[src/rtl/alu_seq_nbit_pkg.sv]
// alu_pkg: shared definitions for the sequential N-bit ALU.
//   alu_op_e : 4-bit operation encodings (1010-1111 reserved)
//   state_e  : control FSM states
//   is_shift : true for the ops that run through the iterative shifter
package alu_pkg;

  typedef enum logic [3:0] {
    OP_ADD  = 4'b0000,
    OP_SUB  = 4'b0001,
    OP_SLT  = 4'b0010,
    OP_SLTU = 4'b0011,
    OP_AND  = 4'b0100,
    OP_OR   = 4'b0101,
    OP_XOR  = 4'b0110,
    OP_SLL  = 4'b0111,
    OP_SRL  = 4'b1000,
    OP_SRA  = 4'b1001
  } alu_op_e;

  typedef enum logic [1:0] {
    S_IDLE  = 2'b00,
    S_SHIFT = 2'b01,
    S_DONE  = 2'b10
  } state_e;

  function automatic logic is_shift(input logic [3:0] op);
    return (op == OP_SLL) || (op == OP_SRL) || (op == OP_SRA);
  endfunction

endpackage

[src/rtl/alu_seq_nbit_if.sv]
// alu_seq_nbit_if: operand/result handshake bundle for alu_seq_nbit.
//   IN_VALID/IN_READY   : op acceptance (IN_VALID && IN_READY)
//   ALU_OP, IN1, IN2    : op code and operands, sampled at acceptance
//   OUT_VALID/OUT_READY : result transfer (OUT_VALID && OUT_READY)
//   RESULT, ZERO, OVF   : registered result and flags
// slave is the ALU side, master the producer/consumer side.
interface alu_seq_nbit_if #(parameter int N = 32);
  logic         IN_VALID;
  logic         IN_READY;
  logic [3:0]   ALU_OP;
  logic [N-1:0] IN1;
  logic [N-1:0] IN2;
  logic         OUT_VALID;
  logic         OUT_READY;
  logic [N-1:0] RESULT;
  logic         ZERO;
  logic         OVF;

  modport slave (
    input  IN_VALID, ALU_OP, IN1, IN2, OUT_READY,
    output IN_READY, OUT_VALID, RESULT, ZERO, OVF
  );

  modport master (
    output IN_VALID, ALU_OP, IN1, IN2, OUT_READY,
    input  IN_READY, OUT_VALID, RESULT, ZERO, OVF
  );
endinterface

[src/rtl/alu_seq_nbit_core.sv]
// alu_core_comb_nbit: purely combinational single-cycle ALU datapath.
//   op  : operation code
//   a,b : operands
//   res : result for ADD/SUB/SLT/SLTU/AND/OR/XOR, 0 for shifts and reserved
//   ovf : signed overflow for ADD/SUB, 0 otherwise
module alu_core_comb_nbit
  import alu_pkg::*;
#(
  parameter int N = 32
) (
  input  logic [3:0]   op,
  input  logic [N-1:0] a,
  input  logic [N-1:0] b,
  output logic [N-1:0] res,
  output logic         ovf
);

  logic         sub;
  logic [N-1:0] b_eff;
  logic [N:0]   sum;
  logic         s_ovf;

  // One adder serves ADD, SUB and both compares; compares are subtractions.
  assign sub   = (op != OP_ADD);
  assign b_eff = sub ? ~b : b;
  assign sum   = {1'b0, a} + {1'b0, b_eff} + {{N{1'b0}}, sub};
  // Overflow when both adder inputs agree in sign and the sum disagrees.
  assign s_ovf = (a[N-1] == b_eff[N-1]) && (sum[N-1] != a[N-1]);

  always_comb begin
    res = '0;
    ovf = 1'b0;
    case (op)
      OP_ADD, OP_SUB: begin
        res = sum[N-1:0];
        ovf = s_ovf;
      end
      OP_SLT:  res[0] = sum[N-1] ^ s_ovf;  // true sign of A-B
      OP_SLTU: res[0] = ~sum[N];           // no carry out == borrow
      OP_AND:  res = a & b;
      OP_OR:   res = a | b;
      OP_XOR:  res = a ^ b;
      default: ;
    endcase
  end

endmodule

[src/rtl/alu_seq_nbit.sv]
// alu_seq_nbit: N-bit integer ALU with valid/ready on both sides.
//   CLK : clock, rising edge
//   RST : synchronous active-high reset (aborts any op in flight)
//   bus : alu_seq_nbit_if slave (handshakes, op, operands, result, flags)
// Non-shift ops finish in one cycle. Shifts move one bit per cycle; a shift
// by k yields OUT_VALID max(k,1) cycles after the accepting cycle, so the
// first bit is shifted on the accept edge and the last in the SHIFT state.
module alu_seq_nbit
  import alu_pkg::*;
#(
  parameter int N   = 32,
  parameter int SHW = $clog2(N)
) (
  input  logic        CLK,
  input  logic        RST,
  alu_seq_nbit_if.slave bus
);

  state_e         state;
  logic [N-1:0]   work;
  logic [SHW-1:0] cnt;
  logic [3:0]     sh_op;
  logic [N-1:0]   result;
  logic           zero;
  logic           ovf;
  logic           out_valid;

  logic           accept;
  logic [SHW-1:0] shamt;
  logic [N-1:0]   core_res;
  logic           core_ovf;
  logic           acc_shift;
  logic           acc_short;
  logic [N-1:0]   first_sh;
  logic [N-1:0]   next_sh;
  logic [N-1:0]   acc_res;

  function automatic logic [N-1:0] shift1(input logic [3:0] op, input logic [N-1:0] v);
    case (op)
      OP_SLL:  return {v[N-2:0], 1'b0};
      OP_SRA:  return {v[N-1], v[N-1:1]};
      default: return {1'b0, v[N-1:1]};
    endcase
  endfunction

  alu_core_comb_nbit #(.N(N)) u_core (
    .op  (bus.ALU_OP),
    .a   (bus.IN1),
    .b   (bus.IN2),
    .res (core_res),
    .ovf (core_ovf)
  );

  assign bus.IN_READY = !RST && ((state == S_IDLE) || ((state == S_DONE) && bus.OUT_READY));
  assign accept       = bus.IN_VALID && bus.IN_READY;
  assign shamt        = bus.IN2[SHW-1:0];

  assign acc_shift = is_shift(bus.ALU_OP);
  assign acc_short = (shamt <= SHW'(1));
  assign first_sh  = shift1(bus.ALU_OP, bus.IN1);
  assign next_sh   = shift1(sh_op, work);

  // Result of anything that completes straight from the accept edge.
  always_comb begin
    acc_res = core_res;
    if (acc_shift) acc_res = (shamt == '0) ? bus.IN1 : first_sh;
  end

  always_ff @(posedge CLK) begin
    if (RST) begin
      state     <= S_IDLE;
      out_valid <= 1'b0;
      result    <= '0;
      zero      <= 1'b0;
      ovf       <= 1'b0;
      work      <= '0;
      cnt       <= '0;
      sh_op     <= '0;
    end else if (accept) begin
      if (acc_shift && !acc_short) begin
        // cnt counts the shifts still owed after this edge.
        work      <= first_sh;
        cnt       <= shamt - SHW'(1);
        sh_op     <= bus.ALU_OP;
        out_valid <= 1'b0;
        state     <= S_SHIFT;
      end else begin
        result    <= acc_res;
        zero      <= (acc_res == '0);
        ovf       <= core_ovf;
        out_valid <= 1'b1;
        state     <= S_DONE;
      end
    end else begin
      case (state)
        S_SHIFT: begin
          if (cnt == SHW'(1)) begin
            result    <= next_sh;
            zero      <= (next_sh == '0);
            ovf       <= 1'b0;
            out_valid <= 1'b1;
            state     <= S_DONE;
          end else begin
            work <= next_sh;
            cnt  <= cnt - SHW'(1);
          end
        end
        S_DONE: begin
          if (bus.OUT_READY) begin
            out_valid <= 1'b0;
            state     <= S_IDLE;
          end
        end
        default: ;
      endcase
    end
  end

  assign bus.OUT_VALID = out_valid;
  assign bus.RESULT    = result;
  assign bus.ZERO      = zero;
  assign bus.OVF       = ovf;

endmodule
[src/flat_wrapper.sv]
// flat-port wrapper written by rule: the top's interface ports become plain ports
module alu_seq_nbit_flat import alu_pkg::*;
#(
  parameter int N   = 32,
  parameter int SHW = $clog2(N)
)
  (CLK, RST, bus_IN_VALID, bus_ALU_OP, bus_IN1, bus_IN2, bus_OUT_READY, bus_IN_READY, bus_OUT_VALID, bus_RESULT, bus_ZERO, bus_OVF);
  alu_seq_nbit_if #(.N(N)) bus_i ();
  input  logic CLK;
  input  logic RST;
  input wire logic [$bits(bus_i.IN_VALID)-1:0] bus_IN_VALID;
  input wire logic [$bits(bus_i.ALU_OP)-1:0] bus_ALU_OP;
  input wire logic [$bits(bus_i.IN1)-1:0] bus_IN1;
  input wire logic [$bits(bus_i.IN2)-1:0] bus_IN2;
  input wire logic [$bits(bus_i.OUT_READY)-1:0] bus_OUT_READY;
  output wire logic [$bits(bus_i.IN_READY)-1:0] bus_IN_READY;
  output wire logic [$bits(bus_i.OUT_VALID)-1:0] bus_OUT_VALID;
  output wire logic [$bits(bus_i.RESULT)-1:0] bus_RESULT;
  output wire logic [$bits(bus_i.ZERO)-1:0] bus_ZERO;
  output wire logic [$bits(bus_i.OVF)-1:0] bus_OVF;
  assign bus_i.IN_VALID = bus_IN_VALID;
  assign bus_i.ALU_OP = bus_ALU_OP;
  assign bus_i.IN1 = bus_IN1;
  assign bus_i.IN2 = bus_IN2;
  assign bus_i.OUT_READY = bus_OUT_READY;
  assign bus_IN_READY = bus_i.IN_READY;
  assign bus_OUT_VALID = bus_i.OUT_VALID;
  assign bus_RESULT = bus_i.RESULT;
  assign bus_ZERO = bus_i.ZERO;
  assign bus_OVF = bus_i.OVF;
  alu_seq_nbit #(.N(N), .SHW(SHW)) u_core (.CLK(CLK), .RST(RST), .bus(bus_i));
endmodule
[config.mk]
export PLATFORM = sky130hd
export DESIGN_NAME = alu_seq_nbit_flat
export DESIGN_NICKNAME = d
export VERILOG_FILES = /design/src/rtl/alu_seq_nbit_pkg.sv /design/src/rtl/alu_seq_nbit_if.sv /design/src/rtl/alu_seq_nbit_core.sv /design/src/rtl/alu_seq_nbit.sv /design/src/flat_wrapper.sv
export SDC_FILE = /design/constraint.sdc
export NUM_CORES = 1
export LEC_CHECK = 0
export ABC_CLOCK_PERIOD_IN_PS = 6700
export BUFFER_PORTS_ARGS = -buffer_cell sky130_fd_sc_hd__buf_2
export CORE_AREA = 2 2 132 134
export CTS_BUF_LIST = sky130_fd_sc_hd__clkbuf_16
export DETAILED_ROUTE_END_ITERATION = 8
export DIE_AREA = 0 0 134 136
export PLACE_DENSITY = 0.85
export SETUP_SLACK_MARGIN = 0.05
export SLEW_MARGIN = 15
export SYNTH_ARGS = -nofsm -noshare
export SYNTH_HDL_FRONTEND = slang
export SYNTH_SLANG_ARGS = --single-unit
[constraint.sdc]
create_clock -name CLK -period 6.7 [get_ports CLK]
set_clock_uncertainty 0.05 [all_clocks]
set_input_delay 0.67 -clock CLK [delete_from_list [all_inputs] [get_ports CLK]]
set_output_delay 0.67 -clock CLK [all_outputs]
set_load 0.1 [all_outputs]
==> impl_results.md, run 1 <==
* Clock Sinks at 77
* Crit Path Category: in2reg
* Compound-cell area share of the yosys netlist at 26.4%
* Final Hold Violating Endpoints at 0
* CTS root buf: clkbuf_16
* Placed instance area at 9830 sq um
* Synth top area share at 16.7%
* Num rows at 48
* Starting Density at 54.7%
* P_int at 1000 uW
* DR DRC count at 0
* Avg Inst Size Synth at 6.87 sq um
* Hold_buf cts at 0
* CTS tree: done
* Most frequent cell after synthesis: nand2_1
* Status: finished, final reports clean
* Die Y at 136 um
* Number of distinct library cells after synthesis at 82
* Worst path max stage delay at 0.61 ns
* First-pass detailed-route iteration total at 6
* DP Wirelength at 23.1 mm
* Cell family with most CP delay: compound AO/OA/AOI/OAI gates
* Ys flop type: dfxtp_1
* CTS Buffer Depth at 2
* Xor and xnor area share after synthesis at 4.65%
* Combinational family with the most area after synthesis: compound AO/OA/AOI/OAI gates
* Worst Path Arrival at 4.97 ns
* Slew @ Worst Pin at 1.14 ns
* Vias in the first global route at 9,341
* Vias at 10,400
* Fin Hold WS at 0.395 ns
* Largest net degree at the start of global routing at 80
* Seq/Total Area, Yosys at 16.7%
* Vias/cell at 6.44
* Post-CTS Resized at 0
* Leading area contributor after synthesis: dfxtp_1
* Mapped Cells at 1,344
* GP Congestion at 0.961
* Initial antenna violation count at 0
* Remaining antenna violation count at 0
* Share of power burned in the clock network at 27.9%
* Placed insts at 1,598
* Fmax at 211 MHz
* 1st-iter DRT viols at 1,313
* Reg power frac at 28.4%
* Yosys warns at 0
* Fin cells at 1,614
* Proportion of synthesized area in mux cells at 5.04%
* Most frequent cells after synthesis: nand2_1 (199), a21oi_1 (148), nor2_1 (105)
* Fin util at 60.0%
* Synthesis-to-finish area growth at 9.76%
* Cells along the critical path: buf_2, nor4_2, buf_4, xnor2_1, inv_1, fa_1, nand3b_1, a2111oi_4, o211ai_2, nand4_2, a31oi_1, o41ai_2, mux2i_1, a2111oi_0, nand4_1, o21ai_1
* Antenna diodes at 0
* Type of element launching the critical path: input pin
* Mapped Nets at 1,520
* Worst Hold Class: reg2reg
* Post-CTS setup buffer count at 0
* Chip width at 134 um
* Sw Ratio at 41.8%
* Min Tclk post-route at 4.74 ns
* Synthesis-stage register bit count at 77
* Setup-failing EPs final at 0
* Slew HR at 24.3%
* Required time at the worst-slack endpoint at 6.93 ns
* CORE AREA at 16,900 sq um
* PwrDens at 170 nW/um^2
* Total GRT Usage at 34.0%
* Post-route cell area at 10,100 sq um
* Htree depth at 3
* CP Buf/Inv Count at 3
* Nets at 1,560
* Port bufs at 107
* LEAKAGE at 4.40 nW
* # IOs at 108
* Mapped cell area at 9230 sq um
* Slowest CP cell: a2111oi_0
* Peak VDD IR at 152 uV
* Wire per inst at 19.4 um
* TritonCTS buffer count at 9
* Combinational share of power at 43.6%
* Die ar. at 18,200 sq um
* RSZ-0062 raised after global routing: no
* Post-synth ARST share at 0%
* CP Capture Type: register
* Synth Area in Simple Gates at 25.4%
* Synth area leaders: dfxtp_1 (17%), ha_1 (14%), nand2_1 (8.1%)
* CP Max Fanout at 32
* Setup_tns at 0 ns
* P_sw at 717 uW
* Slew Viols, Final at 0
* First-pass GRT wire length at 49.8 mm
* Clock Latency Late Sink at 0.34 ns
* Layout cells sized above 1 at 12.1%
* EDFF count, synth at 0
* Post-Synth Adder-Cell Area at 14.2%
* Max-cap violations at 0
* Reg clk slew, reported paths at 0.06 ns
* Total gr overflow at 0
* Drt total wl at 31.4 mm
* Period utilization at 70.7%
-- worst paths after layout --
check	start	end	slack, ns	depth (start not counted)
worst max-delay path	bus_ALU_OP[2]	u_core.bus.ZERO	1.96	16
worst min-delay path	u_core.bus.RESULT[5]	u_core.bus.RESULT[5]	0.40	2
worst max register to register	u_core.state[0]	u_core.bus.ZERO	3.34	11
worst min register to register	u_core.bus.RESULT[5]	u_core.bus.RESULT[5]	0.40	2
-- layout make-up --
type	count	area [sq um]
Tap cell	225	282
Multi-Input combinational cell	1085	7010
Fill cell	1625	6750
Clock buffer	9	225
Timing Repair Buffer	127	686
Inverter	84	315
Clock inverter	7	67.6
Sequential cell	77	1540
-- sequential cells by signal, indices dropped and copies added, names as in the netlist --
signal,flops
u_core.bus.RESULT,32
u_core.sh_op,4
u_core.bus.OVF,1
u_core.work,32
u_core.cnt,5
u_core.bus.ZERO,1
u_core.state,2
-- kinds of logic (layout without fill, tap and decap cells) --
logic type / count (synthesis) / count (layout)
buffers and inverters: 182 / 227
XOR/XNOR: 49 / 49
flip-flops: 77 / 77
multiplexers: 46 / 46
adder cells (fa/ha/maj): 104 / 104
AND/OR/NAND/NOR: 504 / 504
AO/OA/AOI/OAI: 382 / 382
-- routing by layer --
layer / GRT usage (%) / vias up / wire length [um]
met3: 5.56 / 89 / 3550
met4: 13.7 / 0 / 1120
met1: 46.6 / 4791 / 13000
li1: - / 4881 / -
met5: 0 / - / 0
met2: 53.1 / 632 / 13700
-- power groups by stage --
| stage | sequential [mW] | combinational (mW) | clock, mW |
|---|---|---|---|
| after floorplan | 0.570 | 0.459 | 0 |
| after global placement | 0.498 | 0.720 | 0 |
| after detailed placement | 0.498 | 0.729 | 0 |
| after CTS | 0.488 | 0.732 | 0.480 |
| after global routing | 0.490 | 0.811 | 0.496 |
| final | 0.488 | 0.749 | 0.479 |
-- cells in the final DEF (no fill, tap or decap), types with 4 or more instances in the layout --
master / instances
o211ai_1: 29
a211o_1: 9
nand2_1: 198
buf_4: 20
nor4_1: 13
clkbuf_16: 9
a21oi_1: 148
a221oi_1: 4
ha_1: 103
dfxtp_1: 77
nand4_1: 12
nand3b_1: 8
nor3_1: 27
a2111oi_0: 5
and2_1: 7
nand3_1: 79
nor2b_1: 5
o21ai_0: 57
nand4b_1: 4
xnor2_1: 44
inv_1: 85
a31oi_1: 9
buf_2: 107
mux2i_1: 41
a22oi_1: 7
o22ai_1: 20
xor2_1: 5
a21o_1: 11
and3_1: 9
nor3b_1: 4
nand2b_1: 9
a211oi_1: 24
nor2_1: 104
o21ai_1: 10
-- worst reg2reg max path: cells and delay by family (launching register included) --
kind	cells	cell delay, ns
adders and majority gates	1	0.20
AOI/OAI and AO/OA	4	0.90
and+or+nand+nor	3	0.93
buffers and inverters	3	0.89
DFF	1	0.32
-- per-stage QoR --
| step | power (mW) | setup WS (ns) |
|---|---|---|
| finish | 1.72 | 1.96 |
| global route | 1.80 | 1.71 |
| CTS | 1.70 | 2.05 |
| detailed placement | 1.23 | 1.74 |
| global placement | 1.22 | 1.73 |
| floorplan | 1.03 | 1.77 |
(Power assumes the default switching activity.)
==> run 2: changes to the inputs <==
--- a/config.mk
+++ b/config.mk
@@ -5,13 +5,13 @@
 export SDC_FILE = /design/constraint.sdc
 export NUM_CORES = 1
 export LEC_CHECK = 0
-export ABC_CLOCK_PERIOD_IN_PS = 6700
+export ABC_CLOCK_PERIOD_IN_PS = 4160
 export BUFFER_PORTS_ARGS = -buffer_cell sky130_fd_sc_hd__buf_2
-export CORE_AREA = 2 2 132 134
+export CORE_AREA = 2 2 133 135
 export CTS_BUF_LIST = sky130_fd_sc_hd__clkbuf_16
 export DETAILED_ROUTE_END_ITERATION = 8
-export DIE_AREA = 0 0 134 136
-export PLACE_DENSITY = 0.85
+export DIE_AREA = 0 0 135 137
+export PLACE_DENSITY = 0.87
 export SETUP_SLACK_MARGIN = 0.05
 export SLEW_MARGIN = 15
 export SYNTH_ARGS = -nofsm -noshare
==> constraint.sdc (replaced) <==
create_clock -name CLK -period 4.16 [get_ports CLK]
set_clock_uncertainty 0.05 [all_clocks]
set_input_delay 0.416 -clock CLK [delete_from_list [all_inputs] [get_ports CLK]]
set_output_delay 0.416 -clock CLK [all_outputs]
set_load 0.1 [all_outputs]
==> run 2 against run 1 <==
  * Die area increased by 1.5%
  * Largest power group unchanged
  * Sequential power grew 61%
  * Flip-flop and latch count stayed put
  * Global-route usage is 0.10 points higher
  * Sequential share of layout area shrank 0.55 points
  * Largest cell class unchanged
  * Wire length increased by 1.8%
  * Critical path depth up 2
==> impl_results.md, run 2 (same netlist as run 1, synthesis figures left out) <==
* Fin util at 61.6% (was 60.0%)
* Clock Latency Late Sink at 0.34 ns (about the same)
* Crit Path Category: in2reg (unchanged)
* Cell mode on critical path: buf_4
* Met3 WL at 3.19 mm (was 3.55 mm)
* Post-route cell area at 10,500 sq um (was 10,100 sq um)
* Remaining antenna violation count at 0 (unchanged)
* Fin Hold WS at 0.398 ns (was 0.395 ns)
* Die ar. at 18,500 sq um (was 18,200 sq um)
* CP Buf/Inv Count at 5 (was 3)
* Vias/cell at 6.46 (was 6.44)
* CTS tree: done (unchanged)
* Final Hold Violating Endpoints at 0 (unchanged)
* Total GRT Usage at 34.1% (was 34.0%)
* Max-cap violations at 0 (unchanged)
* First-pass detailed-route iteration total at 7 (was 6)
* CORE AREA at 17,100 sq um (was 16,900 sq um)
* Peak VDD IR at 234 uV (was 152 uV)
* RSZ-0062 raised after global routing: no (unchanged)
* Cells along the critical path: buf_2, nor4_4, buf_4, buf_4, xnor2_1, ha_1, buf_4, nand3_1, buf_4, nor2_1, o211ai_2, a31oi_1, mux2i_1, o21ai_0, a2111oi_1, and4b_1, nand4_1, o21ai_1 (was buf_2, nor4_2, buf_4, xnor2_1, inv_1, fa_1, nand3b_1, a2111oi_4, o211ai_2, nand4_2, a31oi_1, o41ai_2, mux2i_1, a2111oi_0, nand4_1, o21ai_1)
* Initial antenna violation count at 0 (unchanged)
* Htree depth at 3 (unchanged)
* Status: finished, final reports clean (unchanged)
* Type of element launching the critical path: input pin (unchanged)
* Synthesis-to-finish area growth at 13.9% (was 9.76%)
* Commonest non-fill, non-tap cells in the layout: nand2_1 (198), a21oi_1 (147), buf_2 (107), nor2_1 (104), ha_1 (103) (was nand2_1 (198), a21oi_1 (148), buf_2 (107), nor2_1 (104), ha_1 (103))
* DP Wirelength at 24.5 mm (was 23.1 mm)
* Min Tclk post-route at 3.91 ns
* Clock Sinks at 77 (unchanged)
* DR DRC count at 0 (unchanged)
* LEAKAGE at 4.63 nW (was 4.40 nW)
* Placed insts at 1,641 (was 1,598)
* Slowest CP cell: a2111oi_1 (was a2111oi_0)
* Worst path max stage delay at 0.44 ns (was 0.61 ns)
* 1st-iter DRT viols at 1,487 (was 1,313)
* Worst Path Arrival at 4.13 ns (was 4.97 ns)
* TritonCTS buffer count at 9 (unchanged)
* Chip width at 135 um (was 134 um)
* Starting Density at 54.1% (was 54.7%)
* Power Total at 2.88 mW (was 1.72 mW)
* Total gr overflow at 0 (unchanged)
* Antenna diodes at 0 (unchanged)
* First-pass GRT wire length at 50.7 mm (was 49.8 mm)
* Layout cells sized above 1 at 15.1% (was 12.1%)
* Die Y at 137 um (was 136 um)
* # IOs at 108 (unchanged)
* Placed instance area at 10,200 sq um (was 9830 sq um)
* GP Congestion at 1.05 (was 0.961)
* Fmax at 256 MHz
* Worst Hold Class: reg2reg (unchanged)
* Reg clk slew, reported paths at 0.07 ns (was 0.06 ns)
* Setup-failing EPs final at 0 (unchanged)
* Vias at 10,700 (was 10,400)
* Cell family with most CP delay: compound AO/OA/AOI/OAI gates (unchanged)
* PwrDens at 275 nW/um^2 (was 170 nW/um^2)
* Nets at 1,603 (was 1,560)
* Wire per inst at 19.3 um (was 19.4 um)
* Period utilization at 93.9%
* Commonest non-fill, non-tap cell in the layout: nand2_1 (unchanged)
* CP Max Fanout at 11 (was 32)
* CTS Buffer Depth at 2 (unchanged)
* Required time at the worst-slack endpoint at 4.39 ns (was 6.93 ns)
* CP Capture Type: register (unchanged)
* Slew @ Worst Pin at 1.08 ns (was 1.14 ns)
* Port bufs at 107 (unchanged)
* M1 wire length at 13.3 mm (was 13.0 mm)
* Met2 Wirelength at 14.1 mm (was 13.7 mm)
* Largest net degree at the start of global routing at 79 (was 80)
* CTS root buf: clkbuf_16 (unchanged)
* Slew Viols, Final at 0 (unchanged)
* Num rows at 48 (unchanged)
* Highest Signal Layer: met4 (unchanged)
* Slew HR at 28.0% (was 24.3%)
* Drt total wl at 31.9 mm (was 31.4 mm)
* Vias in the first global route at 9,895 (was 9,341)
* Hold_buf cts at 0 (unchanged)
* Fin cells at 1,657 (was 1,614)
==> run 2: cell types whose count changed in the layout (fill, tap and decap cells not counted), sizes merged <==
cell      before  now
clkinvlp       1    0
clkinv         4    0
inv           85   90
buf          127  170
==> run 2: layer usage <==
metal / GRT usage [%] / vias to the layer above
met1: 46.1 / 4951
met3: 4.89 / 118
met4: 14.2 / 0
met2: 54.5 / 677
met5: 0 / -
li1: - / 4960
==> run 2: worst paths after layout <==
kind	from	to	slack, ns	cells past startpoint
worst max register to register	u_core.state[0]	u_core.work[11]	1.20	11
worst min-delay path	u_core.bus.RESULT[2]	u_core.bus.RESULT[2]	0.40	2
worst min register to register	u_core.bus.RESULT[2]	u_core.bus.RESULT[2]	0.40	2
worst max-delay path	bus_ALU_OP[0]	u_core.bus.ZERO	0.25	18
==> run 2: power by group <==
part,switching [mW],leakage (nW),internal (mW)
Clock,0.347,0.155,0.482
Combinational,0.843,3.85,0.426
Sequential,0.0231,0.623,0.765
==> run 2: cell type report <==
cell class | instances | area, sq um
multi-input cells | 1085 | 7040
clock buffers | 9 | 225
fillers | 1570 | 6550
flip-flops and latches | 77 | 1540
inverters | 84 | 315
well taps | 225 | 282
clock inverters | 7 | 87.6
repair buffers | 170 | 1020
==> run 2: worst min-delay path, stage by stage, from the launching register on <==
cell and delay (ns):
dfxtp_1 0.31, nand2_1 0.05, a21oi_1 0.05
==> run 2: timing repair <==
| action | in CTS | in global routing |
|---|---|---|
| buffers inserted | 0 | 0 |
| endpoints found under the hold margin | 0 | 0 |
| gates resized for setup | 0 | 2 |
| setup endpoints to repair | 0 | 2 |
==> run 2: through the flow <==
step	setup TNS [ns]	setup slack [ns]
6_report	0	0.253
5_1_grt	0	0.0295
4_1_cts	0	0.303
3_5_place_dp	-0.0196	-0.0196
3_3_place_gp	0	0.0483
2_1_floorplan	0	0.0543
